### config.mk
export PLATFORM = sky130hd
export DESIGN_NAME = ex_mem_pipe
export DESIGN_NICKNAME = d
export VERILOG_FILES = /design/src/rtl/ex_mem_pipe_pkg.sv /design/src/rtl/pipe_skid_reg.sv /design/src/rtl/ex_mem_pipe.sv
export SDC_FILE = /design/constraint.sdc
export NUM_CORES = 1
export LEC_CHECK = 0
export ABC_AREA = 1
export BUFFER_PORTS_ARGS = -buffer_cell sky130_fd_sc_hd__buf_2
export CAP_MARGIN = 25
export CORE_ASPECT_RATIO = 0.9
export CORE_MARGIN = 1.5
export CORE_UTILIZATION = 52
export CTS_BUF_LIST = sky130_fd_sc_hd__clkbuf_4 sky130_fd_sc_hd__clkbuf_8 sky130_fd_sc_hd__clkbuf_16
export CTS_CLUSTER_DIAMETER = 120
export DETAILED_ROUTE_END_ITERATION = 10
export PLACE_DENSITY = 0.8
export SLEW_MARGIN = 20
export SYNTH_ARGS = -nofsm -noshare
export SYNTH_HDL_FRONTEND = slang
export SYNTH_SLANG_ARGS = --single-unit
### constraint.sdc
create_clock -name clk -period 5.9 [get_ports clk]
set_input_delay 1.18 -clock clk [delete_from_list [all_inputs] [get_ports clk]]
set_output_delay 1.18 -clock clk [all_outputs]
set_load 0.05 [all_outputs]
### src/rtl/ex_mem_pipe_pkg.sv
// Shared constants and payload layout for the execute/memory pipeline boundary.
package ex_mem_pipe_pkg;

    localparam int unsigned DATA_W = 16;
    localparam int unsigned REG_W  = 3;
    localparam int unsigned CTL_W  = 7;

    // Control bit positions; in_ctl packs {brchcnd, alujmp, mem_en, mem_wr, setrd, reg_we, halt}.
    localparam int unsigned CTL_HALT    = 0;
    localparam int unsigned CTL_REG_WE  = 1;
    localparam int unsigned CTL_SETRD   = 2;
    localparam int unsigned CTL_MEM_WR  = 3;
    localparam int unsigned CTL_MEM_EN  = 4;
    localparam int unsigned CTL_ALUJMP  = 5;
    localparam int unsigned CTL_BRCHCND = 6;

    typedef struct packed {
        logic [DATA_W-1:0] alu;
        logic [DATA_W-1:0] sdata;
        logic [DATA_W-1:0] pc;
        logic [DATA_W-1:0] joff;
        logic [CTL_W-1:0]  ctl;
        logic [REG_W-1:0]  wreg;
    } ex_mem_t;

    localparam int unsigned PAYLOAD_W = $bits(ex_mem_t);

    function automatic logic is_load(input logic [CTL_W-1:0] ctl);
        return ctl[CTL_MEM_EN] & ~ctl[CTL_MEM_WR];
    endfunction

endpackage

### src/rtl/pipe_skid_reg.sv
// Generic two-entry valid/ready skid buffer with registered upstream ready.
// Main entry drives the output; the skid entry absorbs one beat while ready is being withdrawn.
module pipe_skid_reg #(
    parameter int unsigned WIDTH = 8
) (
    input  logic             clk,
    input  logic             rst_n,
    input  logic             i_flush,
    input  logic             i_block_nxt,
    input  logic             i_valid,
    output logic             o_ready,
    input  logic [WIDTH-1:0] i_data,
    output logic             o_valid,
    input  logic             i_ready,
    output logic [WIDTH-1:0] o_data
);

    logic             r_m_valid;
    logic             r_s_valid;
    logic             r_ready;
    logic [WIDTH-1:0] r_m_data;
    logic [WIDTH-1:0] r_s_data;

    logic w_accept;
    logic w_fire;
    logic w_m_valid_nxt;
    logic w_s_valid_nxt;
    logic w_m_load_s;
    logic w_m_load_in;
    logic w_s_load_in;
    logic w_ready_nxt;

    assign w_accept = i_valid & r_ready;
    assign w_fire   = r_m_valid & i_ready;

    // Next-state for the two entries; flush kills both, but a beat firing this cycle still leaves.
    always_comb begin
        w_m_valid_nxt = r_m_valid;
        w_s_valid_nxt = r_s_valid;
        w_m_load_s    = 1'b0;
        w_m_load_in   = 1'b0;
        w_s_load_in   = 1'b0;

        if (i_flush) begin
            w_m_valid_nxt = 1'b0;
            w_s_valid_nxt = 1'b0;
        end else if (!r_m_valid || w_fire) begin
            if (r_s_valid) begin
                w_m_load_s    = 1'b1;
                w_m_valid_nxt = 1'b1;
                w_s_valid_nxt = 1'b0;
            end else if (w_accept) begin
                w_m_load_in   = 1'b1;
                w_m_valid_nxt = 1'b1;
            end else begin
                w_m_valid_nxt = 1'b0;
            end
        end else if (w_accept) begin
            w_s_load_in   = 1'b1;
            w_s_valid_nxt = 1'b1;
        end

        w_ready_nxt = ~w_s_valid_nxt & ~i_block_nxt;
    end

    always_ff @(posedge clk or negedge rst_n) begin
        if (!rst_n) begin
            r_m_valid <= 1'b0;
            r_s_valid <= 1'b0;
            r_ready   <= 1'b0;
        end else begin
            r_m_valid <= w_m_valid_nxt;
            r_s_valid <= w_s_valid_nxt;
            r_ready   <= w_ready_nxt;
        end
    end

    // Payload storage carries no reset; validity is tracked separately.
    always_ff @(posedge clk) begin
        if (w_m_load_s) begin
            r_m_data <= r_s_data;
        end else if (w_m_load_in) begin
            r_m_data <= i_data;
        end
        if (w_s_load_in) begin
            r_s_data <= i_data;
        end
    end

    assign o_ready = r_ready;
    assign o_valid = r_m_valid;
    assign o_data  = r_m_data;

    a_no_skid_overrun: assert property (@(posedge clk) disable iff (!rst_n) w_accept |-> !r_s_valid);

endmodule

### src/rtl/ex_mem_pipe.sv
// Execute-to-memory pipeline register: skid-buffered handshake plus flush,
// halt latching with createdump, and forwarding/load-hazard taps.
module ex_mem_pipe
    import ex_mem_pipe_pkg::*;
(
    input  logic              clk,
    input  logic              rst,
    input  logic              in_valid,
    output logic              in_ready,
    input  logic [DATA_W-1:0] in_alu,
    input  logic [DATA_W-1:0] in_sdata,
    input  logic [DATA_W-1:0] in_pc,
    input  logic [DATA_W-1:0] in_joff,
    input  logic [CTL_W-1:0]  in_ctl,
    input  logic [REG_W-1:0]  in_wreg,
    output logic              out_valid,
    input  logic              out_ready,
    output logic [DATA_W-1:0] out_alu,
    output logic [DATA_W-1:0] out_sdata,
    output logic [DATA_W-1:0] out_pc,
    output logic [DATA_W-1:0] out_joff,
    output logic [CTL_W-1:0]  out_ctl,
    output logic [REG_W-1:0]  out_wreg,
    input  logic              flush,
    output logic              createdump,
    output logic              fwd_valid,
    output logic [REG_W-1:0]  fwd_reg,
    output logic [DATA_W-1:0] fwd_data,
    output logic              load_busy,
    output logic [REG_W-1:0]  load_reg
);

    ex_mem_t w_in_pl;
    ex_mem_t w_out_pl;

    logic r_halted;
    logic r_halt_pend;
    logic w_halted_nxt;
    logic w_halt_pend_nxt;
    logic w_accept;
    logic w_fire;
    logic w_fire_halt;
    logic w_out_load;

    assign w_in_pl.alu   = in_alu;
    assign w_in_pl.sdata = in_sdata;
    assign w_in_pl.pc    = in_pc;
    assign w_in_pl.joff  = in_joff;
    assign w_in_pl.ctl   = in_ctl;
    assign w_in_pl.wreg  = in_wreg;

    pipe_skid_reg #(
        .WIDTH (PAYLOAD_W)
    ) u_skid (
        .clk         (clk),
        .rst_n       (rst),
        .i_flush     (flush),
        .i_block_nxt (w_halted_nxt),
        .i_valid     (in_valid),
        .o_ready     (in_ready),
        .i_data      (w_in_pl),
        .o_valid     (out_valid),
        .i_ready     (out_ready),
        .o_data      (w_out_pl)
    );

    assign w_accept    = in_valid & in_ready;
    assign w_fire      = out_valid & out_ready;
    assign w_fire_halt = w_fire & w_out_pl.ctl[CTL_HALT];

    // Halt bookkeeping: r_halt_pend marks a halt still inside the buffer, so a flush
    // only releases the halt when it actually kills that entry.
    always_comb begin
        w_halted_nxt    = r_halted;
        w_halt_pend_nxt = r_halt_pend;

        if (w_fire_halt) begin
            w_halt_pend_nxt = 1'b0;
        end

        if (flush) begin
            if (r_halt_pend && !w_fire_halt) begin
                w_halted_nxt = 1'b0;
            end
            w_halt_pend_nxt = 1'b0;
        end else if (w_accept && in_ctl[CTL_HALT]) begin
            w_halted_nxt    = 1'b1;
            w_halt_pend_nxt = 1'b1;
        end
    end

    always_ff @(posedge clk or negedge rst) begin
        if (!rst) begin
            r_halted    <= 1'b0;
            r_halt_pend <= 1'b0;
        end else begin
            r_halted    <= w_halted_nxt;
            r_halt_pend <= w_halt_pend_nxt;
        end
    end

    assign out_alu   = w_out_pl.alu;
    assign out_sdata = w_out_pl.sdata;
    assign out_pc    = w_out_pl.pc;
    assign out_joff  = w_out_pl.joff;
    assign out_ctl   = w_out_pl.ctl;
    assign out_wreg  = w_out_pl.wreg;

    assign createdump = w_fire_halt;

    // Hazard taps: loads must stall consumers, everything else writing a register can forward.
    assign w_out_load = is_load(w_out_pl.ctl);
    assign fwd_valid  = out_valid & w_out_pl.ctl[CTL_REG_WE] & ~w_out_load;
    assign load_busy  = out_valid & w_out_pl.ctl[CTL_REG_WE] & w_out_load;
    assign fwd_reg    = w_out_pl.wreg;
    assign load_reg   = w_out_pl.wreg;
    assign fwd_data   = w_out_pl.alu;

    a_halt_blocks: assert property (@(posedge clk) disable iff (!rst) r_halted |-> !in_ready);
    a_dump_valid:  assert property (@(posedge clk) disable iff (!rst) createdump |-> out_valid);

endmodule

==> Yosys cells after proc, flatten, opt, wreduce, memory -nomap -nowiden <==
Cells that the tools add are included.
{ "classes": {"n_addsub": 0, "multipliers": 0, "div": 0, "n_lt_le_gt_ge": 0, "eq_ne": 0, "shift": 0, "n_mux": 23, "bitwise": 12, "reduce_logical": 8} }
{ "ops": {"columns": ["operator", "count"], "rows": [
  ["2-to-1 mux 74 bit", 2],
  ["2-to-1 mux 1 bit", 21],
  ["AND 1 bit", 8],
  ["inverter 1 bit", 4],
  ["nonzero test 2 bit", 2],
  ["nonzero test 3 bit", 1],
  ["logical AND 1 bit", 2],
  ["logical NOT 1 bit", 2],
  ["logical OR 1 bit", 1]
]} }
{ "word_totals": {"reg_bits": 153, "latch_bits": 0, "ram_bits": 0, "rom_bits": 0, "in_bits": 79, "memories": 0} }

==> Depth between registers and ports, before layout <==
Gate-level depths: netlist of the first run.
{ "depth": {"word_depth": 8, "depth_mapped": 7} }

==> Hierarchy <==
From an unflattened synthesis of the first run, not the netlist that was laid out.
{ "hier_totals": {"hier_cells": 454, "hier_area_um2": 5984.5} }
{ "modules_own_cells": {"columns": ["module", "instances", "cells_each", "area_per_inst_um2"], "rows": [
  ["pipe_skid_reg", 1, 412, 5689.2],
  ["ex_mem_pipe", 1, 42, 295.3]
]} }

==> Worst setup path before layout of the first run <==
Ideal clock, no wire load.
{ "synth_timing": {"kind": "input to register", "startpoint": "in flush", "endpoint": "reg u_skid.r_s_data[0] (enable)", "setup_time_ps": 507, "t_arrival_ps": 4477, "required_time_ps": 5393, "setup_slack_ps": 916, "stages": 3, "n_path_buf": 0, "cell_sequence": "inv_2 nand3_1 nor2_1"} }
{ "synth_via": {"elab_chain_len": 1} }
{ "synth_rtl": {"columns": ["element", "line", "source"], "rows": [
  ["from (decl)", "ex_mem_pipe.sv:24", "input logic flush,"],
  ["2-to-1 mux 1 bit", "pipe_skid_reg.sv:44", "if (i_flush) begin"],
  ["via u_skid.w_s_load_in", "pipe_skid_reg.sv:30", "logic w_s_load_in;"],
  ["to (signal assigned)", "pipe_skid_reg.sv:86", "r_s_data <= i_data;"],
  ["to (decl)", "pipe_skid_reg.sv:22", "logic [WIDTH-1:0] r_s_data;"]
]} }
The timed path passes the listed nets, and every way through them passes these cells.
A chain may end at the register's enable or synchronous reset.

==> Worst setup path in the final report of the first run <==
{ "layout_timing": {"startpoint": "in out_ready", "endpoint": "out createdump"} }
{ "layout_via": {"elab_chain_len": 2} }
{ "layout_rtl": {"columns": ["element", "line", "source"], "rows": [
  ["from (decl)", "ex_mem_pipe.sv:17", "input logic out_ready,"],
  ["AND 1 bit", "ex_mem_pipe.sv:68", "assign w_fire = out_valid & out_ready;"],
  ["AND 1 bit", "ex_mem_pipe.sv:69", "assign w_fire_halt = w_fire & w_out_pl.ctl[CTL_HALT];"],
  ["to (decl)", "ex_mem_pipe.sv:25", "output logic createdump,"]
]} }
No other way between the ends.

==> results of run 1 <==
per-stage QoR:
step / util, % / instance area [um2] / hold WS (ns) / std cells / setup slack (ns)
finish: 65.8 / 7590 / 0.505 / 777 / 2.99
global route: 65.8 / 7590 / 0.551 / 776 / 2.86
CTS: 65.8 / 7590 / 0.511 / 776 / 3.00
detailed placement: 60.5 / 6980 / 0.498 / 744 / 2.56
global placement: 60.5 / 6980 / 0.495 / 744 / 2.66
floorplan: - / 6180 / 0.472 / 443 / 0.916
worst max-delay path: cells and delay by family:
kind,cells,cell delay [ns]
buffers and inverters,3,0.42
AND/OR/NAND/NOR,1,0.12
final cells by class:
| class | instances | area, um2 | area share, % |
|---|---|---|---|
| multi-input combinational | 171 | 981 | 12.9 |
| clock inverter | 14 | 179 | 2.36 |
| clock buffer | 18 | 433 | 5.70 |
| sequential | 153 | 4570 | 60.2 |
| antenna | 1 | 2.50 | 0.0330 |
| inverter | 81 | 304 | 4.01 |
| tap | 156 | 195 | 2.57 |
| timing repair buffer | 183 | 926 | 12.2 |
cells in the final DEF (no fill, tap or decap):
cell type / instances
nor2_1: 3
bufinv_16: 4
edfxtp_1: 148
o21ai_0: 10
nand2_2: 1
buf_4: 4
dfrtp_1: 5
clkinv_1: 3
o21ai_2: 54
inv_6: 1
a21oi_1: 3
inv_2: 1
diode_2: 1
clkbuf_4: 1
buf_2: 179
nor2_4: 2
clkinvlp_4: 2
nand2_1: 81
nand3_1: 4
nand3_4: 1
and2_1: 1
clkinv_4: 1
clkbuf_16: 17
o21ai_1: 11
inv_1: 80
clkinv_2: 3
logic make-up (layout without fill, tap and decap cells):
kind of cell / after synthesis / after routing / synth area share [%]
compound gates: 78 / 78 / 9.60
buf+inv: 119 / 296 / 10.4
other cells: 0 / 1 / 0
simple gates: 93 / 93 / 6.04
flops: 153 / 153 / 74.0
power groups by stage:
stage | clock network, mW | logic (mW) | registers [mW]
final | 1.11 | 0.0679 | 1.19
after global routing | 1.17 | 0.0766 | 1.19
after CTS | 1.13 | 0.0687 | 1.19
after detailed placement | 0 | 0.0686 | 1.21
after global placement | 0 | 0.0645 | 1.21
after floorplan | 0 | 0.0291 | 1.21
how the worst max path moves through the flow:
stage | slack, ns | to | cells after the start | start
2_1_floorplan | 0.92 | u_skid.r_s_data[0]$_DFFE_PP_ | 3 | flush
3_3_place_gp | 2.66 | u_skid.r_s_data[48]$_DFFE_PP_ | 5 | flush
3_5_place_dp | 2.56 | u_skid.r_s_data[49]$_DFFE_PP_ | 5 | flush
4_1_cts | 3.00 | createdump | 4 | out_ready
5_1_grt | 2.86 | u_skid.r_s_data[50]$_DFFE_PP_ | 5 | flush
6_report | 2.99 | createdump | 4 | out_ready
state kept, by name (all words and copies together), names as in the netlist:
register,flops
u_skid.r_s_valid,1
r_halted,1
u_skid.r_s_data,74
r_halt_pend,1
u_skid.o_ready,1
u_skid.o_valid,1
u_skid.o_data,74
per-layer routing:
metal / wire [um] / vias up / GRT usage (%)
li1: - / 1794 / -
met1: 4350 / 1650 / 21.9
met2: 5500 / 149 / 30.7
met3: 716 / 34 / 6.17
met4: 396 / 0 / 11.1
met5: 0 / - / 0
==> impl_metrics.json, run 1 <==
{
  "first_pass_iters": 4,
  "portBuffers": 179,
  "cp_max_fo": 3,
  "hold_path_depth": 2,
  "p_leak_nw": 3.35,
  "grt_max_degree": 61,
  "synth_top_area_cell": "edfxtp_1",
  "drive_gt1_share_pct": 43.7,
  "holdCritPathClass": "flop to flop",
  "max_stage_delay_ns": 0.26,
  "clockPowerShare_pct": 46.9,
  "synth_edf_count": 148,
  "min_to": "r_halt_pend$_DFFE_PN0P_",
  "setup_viol": 0,
  "rr_endpoint": "u_skid.o_data[9]$_DFFE_PP_",
  "peakVddDrop_uv": 254,
  "cpMaxStageDelayCell": "buf_2",
  "core_area_um2": 11500,
  "place.gp.congestion": 0.891,
  "cts_tree": "built",
  "yosysMostFrequentCell": "edfxtp_1",
  "ys_async_sr_fraction_pct": 3.27,
  "yosys-top-cells-count": "edfxtp_1 (148), nand2_1 (81), inv_1 (80)",
  "synth_fp_nets": 522,
  "post-cts-setup-buffers": 0,
  "worstSkewPairLatency_ns": 0.41,
  "ys_top_cells_by_area": "edfxtp_1 (72%), o21ai_2 (7.7%), nand2_1 (4.9%)",
  "worst-slew-pin-transition_ns": 0.935,
  "drt-initial-drc-count": 251,
  "fin_crit_sh_pct": 49.3,
  "maxSlewHeadroom_pct": 37.5,
  "synth_top_cell_area_share_pct": 71.9,
  "power_frac_seq_pct": 50.2,
  "die_w_um": 118,
  "io_pins": 180,
  "htree_levels": 4,
  "avgRoutedWirePerCell_um": 14.1,
  "final-hold-violation-count": 0,
  "p_int_mw": 1.93,
  "start_util_pct": 53.6,
  "synthesis.instances": 443,
  "reg2reg_depth": 4,
  "nFillCells": 845,
  "grt_pass1_vias": 3659,
  "rows": 37,
  "total_power_mw": 2.37,
  "synth_ff_type": "edfxtp_1",
  "critical_path.cell_chain": "buf_2, nand3_1, inv_1, buf_2",
  "yosysUniqueCellTypes": 18,
  "cp.required_ns": 4.72,
  "r2r-start": "u_skid.o_valid$_DFFE_PN0P_",
  "antenna_left": 0,
  "worstSetupStartpointType": "primary input",
  "grtUsageTotal_pct": 18.8,
  "die-area_um2": 12500,
  "clockBufferDepth": 2,
  "synth_seq_cells": 153,
  "wl_um": 11000,
  "rsz0062_at_grt": "false",
  "p_per_area_nw_per_um2": 312,
  "p_sw_mw": 0.439,
  "period_minus_slack_ns": 2.91,
  "cp-end-kind": "output port",
  "numCtsBuffers": 17,
  "status": "finished clean",
  "netlist_area_um2": 6180,
  "vias_per_cell": 4.67,
  "drc": 0,
  "cts_resized": 0,
  "nets": 686,
  "cts.sinks": 153,
  "ys_warn_count": 0,
  "setup_tns_ns": 0,
  "cts-root-buf": "clkbuf_16",
  "ctsHoldBuffers": 0,
  "synth_area_per_cell_um2": 13.9,
  "regToRegSetupSlack_ns": 3.50,
  "min-delay-start": "r_halt_pend$_DFFE_PN0P_",
  "dp_hpwl_um": 7660,
  "die_h_um": 106,
  "max_clock_freq_mhz": 344,
  "worstSetupPathType": "primary input to output port",
  "p_sw_share_pct": 18.5,
  "arrival_ns": 1.73,
  "antenna_found_initial": 1,
  "grt_pass1_wl_um": 17700,
  "combPwrFrac_pct": 2.9,
  "fin_worst_skew_ns": 0.00648,
  "yosysSeqAreaShare_pct": 74.0,
  "crit_top_cell": "buf_2",
  "cts.reportedPaths.clkPinSlew_ns": 0.06,
  "drv_cap": 0,
  "grt_overflow": 0,
  "slew_viol_final": 0,
  "num_vias": 3627,
  "syn_to_final_growth_pct": 22.8
}
(Power assumes the default switching activity.)
==> run 2: changes to the inputs <==
Settings changed: ABC_AREA 1 to 0, CORE_UTILIZATION 52 to 46, PLACE_DENSITY 0.8 to 0.75.
Clock period 5.9 ns to 2.4 ns, I/O delays scaled along.
==> run 2 against run 1 <==
Net effect:
- total power rose by 130%
- flip-flop and latch count is the same
- cell area shrank 0.43%
- final cell count down 19%
- sequential share of layout area increased by 0.29 points
- register-to-register slack worse by 2.9 ns
- clock power increased by 120%
- clock skew rose by 0.0017 ns
- core utilization shrank 6.7 points
- combinational power rose to 2.8 times the previous value
- area after synthesis decreased by 1.5%
- first-iteration DRC count fell by 29%
- critical endpoint is now load_busy
- largest power group unchanged
- highest routed layer unchanged
==> impl_metrics.json, run 2 <==
{
  "status": "finished clean",
  "period_minus_slack_ns": 1.84,
  "nFillCells": 976,
  "placedInstanceArea_um2": 7020,
  "io_pins": 180,
  "start_util_pct": 47.6,
  "dp_worst_setup_slack_ns": 0.426,
  "p_sw_share_pct": 18.9,
  "vias_per_cell": 4.85,
  "drv_cap": 0,
  "grt_pass1_vias": 3172,
  "dp_hpwl_um": 7330,
  "first_pass_iters": 4,
  "fin_worst_skew_ns": 0.00821,
  "antenna_left": 0,
  "combPwrFrac_pct": 3.4,
  "cts.sinks": 153,
  "setup_viol": 0,
  "worstSetupStartpointType": "flop",
  "n_antenna_cell": 0,
  "p_leak_nw": 3.13,
  "netlist_area_um2": 6080,
  "ys_async_sr_fraction_pct": 3.27,
  "core_area_um2": 12800,
  "peakVddDrop_uv": 599,
  "final_cell_mix": "buf_2 (179), edfxtp_1 (148), mux2_4 (60)",
  "worstSetupPathType": "flop to output port",
  "rsz0062_at_grt": "false",
  "cp-end-kind": "output port",
  "worst-slew-pin-transition_ns": 0.447,
  "cp.required_ns": 1.92,
  "numCtsBuffers": 17,
  "grtUsageTotal_pct": 15.7,
  "synth_ff_type": "edfxtp_1",
  "synth_top_cell_area_share_pct": 73.0,
  "max_clock_freq_mhz": 542,
  "drc": 0,
  "holdCritPathClass": "primary input to flop",
  "fin_crit_sh_pct": 76.8,
  "die_h_um": 112,
  "p_sw_mw": 1.04,
  "cp_max_fo": 4,
  "p_int_mw": 4.48,
  "yosys-top-cells-count": "edfxtp_1 (148), mux2_4 (60), buf_4 (23)",
  "synth_fp_nets": 359,
  "clockBufferDepth": 2,
  "die-area_um2": 13900,
  "drt-initial-drc-count": 177,
  "cts-root-buf": "clkbuf_16",
  "place.gp.congestion": 0.753,
  "post-cts-setup-buffers": 0,
  "p_per_area_nw_per_um2": 731,
  "synth_area_per_cell_um2": 21.7,
  "layout_setup_ws_ns": 0.556,
  "synth_top_area_cell": "edfxtp_1",
  "synthesis.instances": 280,
  "drive_gt1_share_pct": 63.5,
  "synth_edf_count": 148,
  "grt_pass1_wl_um": 16600,
  "yosysSeqAreaShare_pct": 75.1,
  "cts.reportedPaths.clkPinSlew_ns": 0.06,
  "final_common_cell": "buf_2",
  "final-hold-violation-count": 0,
  "multi_input_area_um2": 1220,
  "syn_to_final_growth_pct": 24.2,
  "ys_top_cells_by_area": "edfxtp_1 (73%), mux2_4 (15%), buf_4 (2.8%)",
  "nets": 536,
  "cts_tree": "built",
  "regArea_um2": 4570,
  "antenna_found_initial": 0,
  "arrival_ns": 1.36,
  "grt_max_degree": 46,
  "yosysMostFrequentCell": "edfxtp_1",
  "grt_overflow": 0,
  "die_w_um": 124,
  "worstSkewPairLatency_ns": 0.42,
  "portBuffers": 179,
  "avgRoutedWirePerCell_um": 16.7,
  "yosysUniqueCellTypes": 19,
  "clockPowerShare_pct": 43.5,
  "num_vias": 3072,
  "rows": 39,
  "total_power_mw": 5.52,
  "synth_seq_cells": 153,
  "wl_um": 10600,
  "slew_viol_final": 0,
  "power_frac_seq_pct": 53.1,
  "ys_warn_count": 0,
  "final_area_um2": 7560,
  "htree_levels": 4,
  "maxSlewHeadroom_pct": 70.2
}
-- run 2: routing by layer --
layer | track usage (%) | share of wire, % | up-vias
met5 | 0 | 0 | -
met4 | 6.13 | 0.89 | 0
met3 | 7.58 | 8.4 | 9
met2 | 26.0 | 50 | 130
met1 | 17.5 | 41 | 1508
li1 | - | - | 1425
-- run 2: cell families (layout without fill, tap and decap cells) --
logic type	Yosys count	after routing	synth area share [%]
flip-flops	153	153	75.1
multiplexers	74	74	17.4
buffers and inverters	33	222	5.33
AND/OR/NAND/NOR	11	11	1.34
AO/OA/AOI/OAI	9	9	0.843
-- run 2: what timing repair did --
item	CTS	global route
hold buffers	1	0
endpoints found under the hold margin	5	0
gates resized for setup	0	0
-- run 2: final timing paths --
path	startpoint	to	slack, ns	depth (start not counted)
max in group asynchronous	rst	u_skid.o_valid$_DFFE_PN0P_	1.84	2
max	u_skid.o_valid$_DFFE_PN0P_	load_busy	0.56	3
min	in_joff[1]	u_skid.r_s_data[11]$_DFFE_PP_	0.25	1
min in group asynchronous	rst	r_halt_pend$_DFFE_PN0P_	0.41	2
max reg2reg	u_skid.o_valid$_DFFE_PN0P_	u_skid.o_data[34]$_DFFE_PP_	0.62	4
min reg2reg	u_skid.r_s_data[4]$_DFFE_PP_	u_skid.o_data[4]$_DFFE_PP_	0.55	1
-- run 2: power groups by stage --
stage	clock network (mW)	logic (mW)	registers, mW
after floorplan	0	0.0867	2.99
after global placement	0	0.179	2.99
after detailed placement	0	0.190	2.99
after CTS	2.47	0.192	2.93
after global routing	2.57	0.205	2.93
final	2.40	0.190	2.93
-- run 2: stage by stage --
step	TNS, ns	util, %	cells	hold WS (ns)
after floorplan	-80.89	-	280	0.184
after global placement	0	54.9	601	0.298
after detailed placement	0	54.9	601	0.298
after CTS	0	59.1	633	0.222
after global routing	0	59.1	633	0.226
final	0	59.1	633	0.247
-- run 2: worst max-delay path, cell delays in order (launching register included) --
cell and delay, ns:
dfrtp_2 0.42, nand2_1 0.10, nor3b_2 0.15, buf_2 0.28
-- run 2: final cells by class --
cell class	count	area share (%)
sequential	153	60.5
multi-input combinational	94	16.2
timing repair buffer	188	13.4
clock buffer	20	5.93
tap	164	2.72
clock inverter	11	1.09
inverter	3	0.149
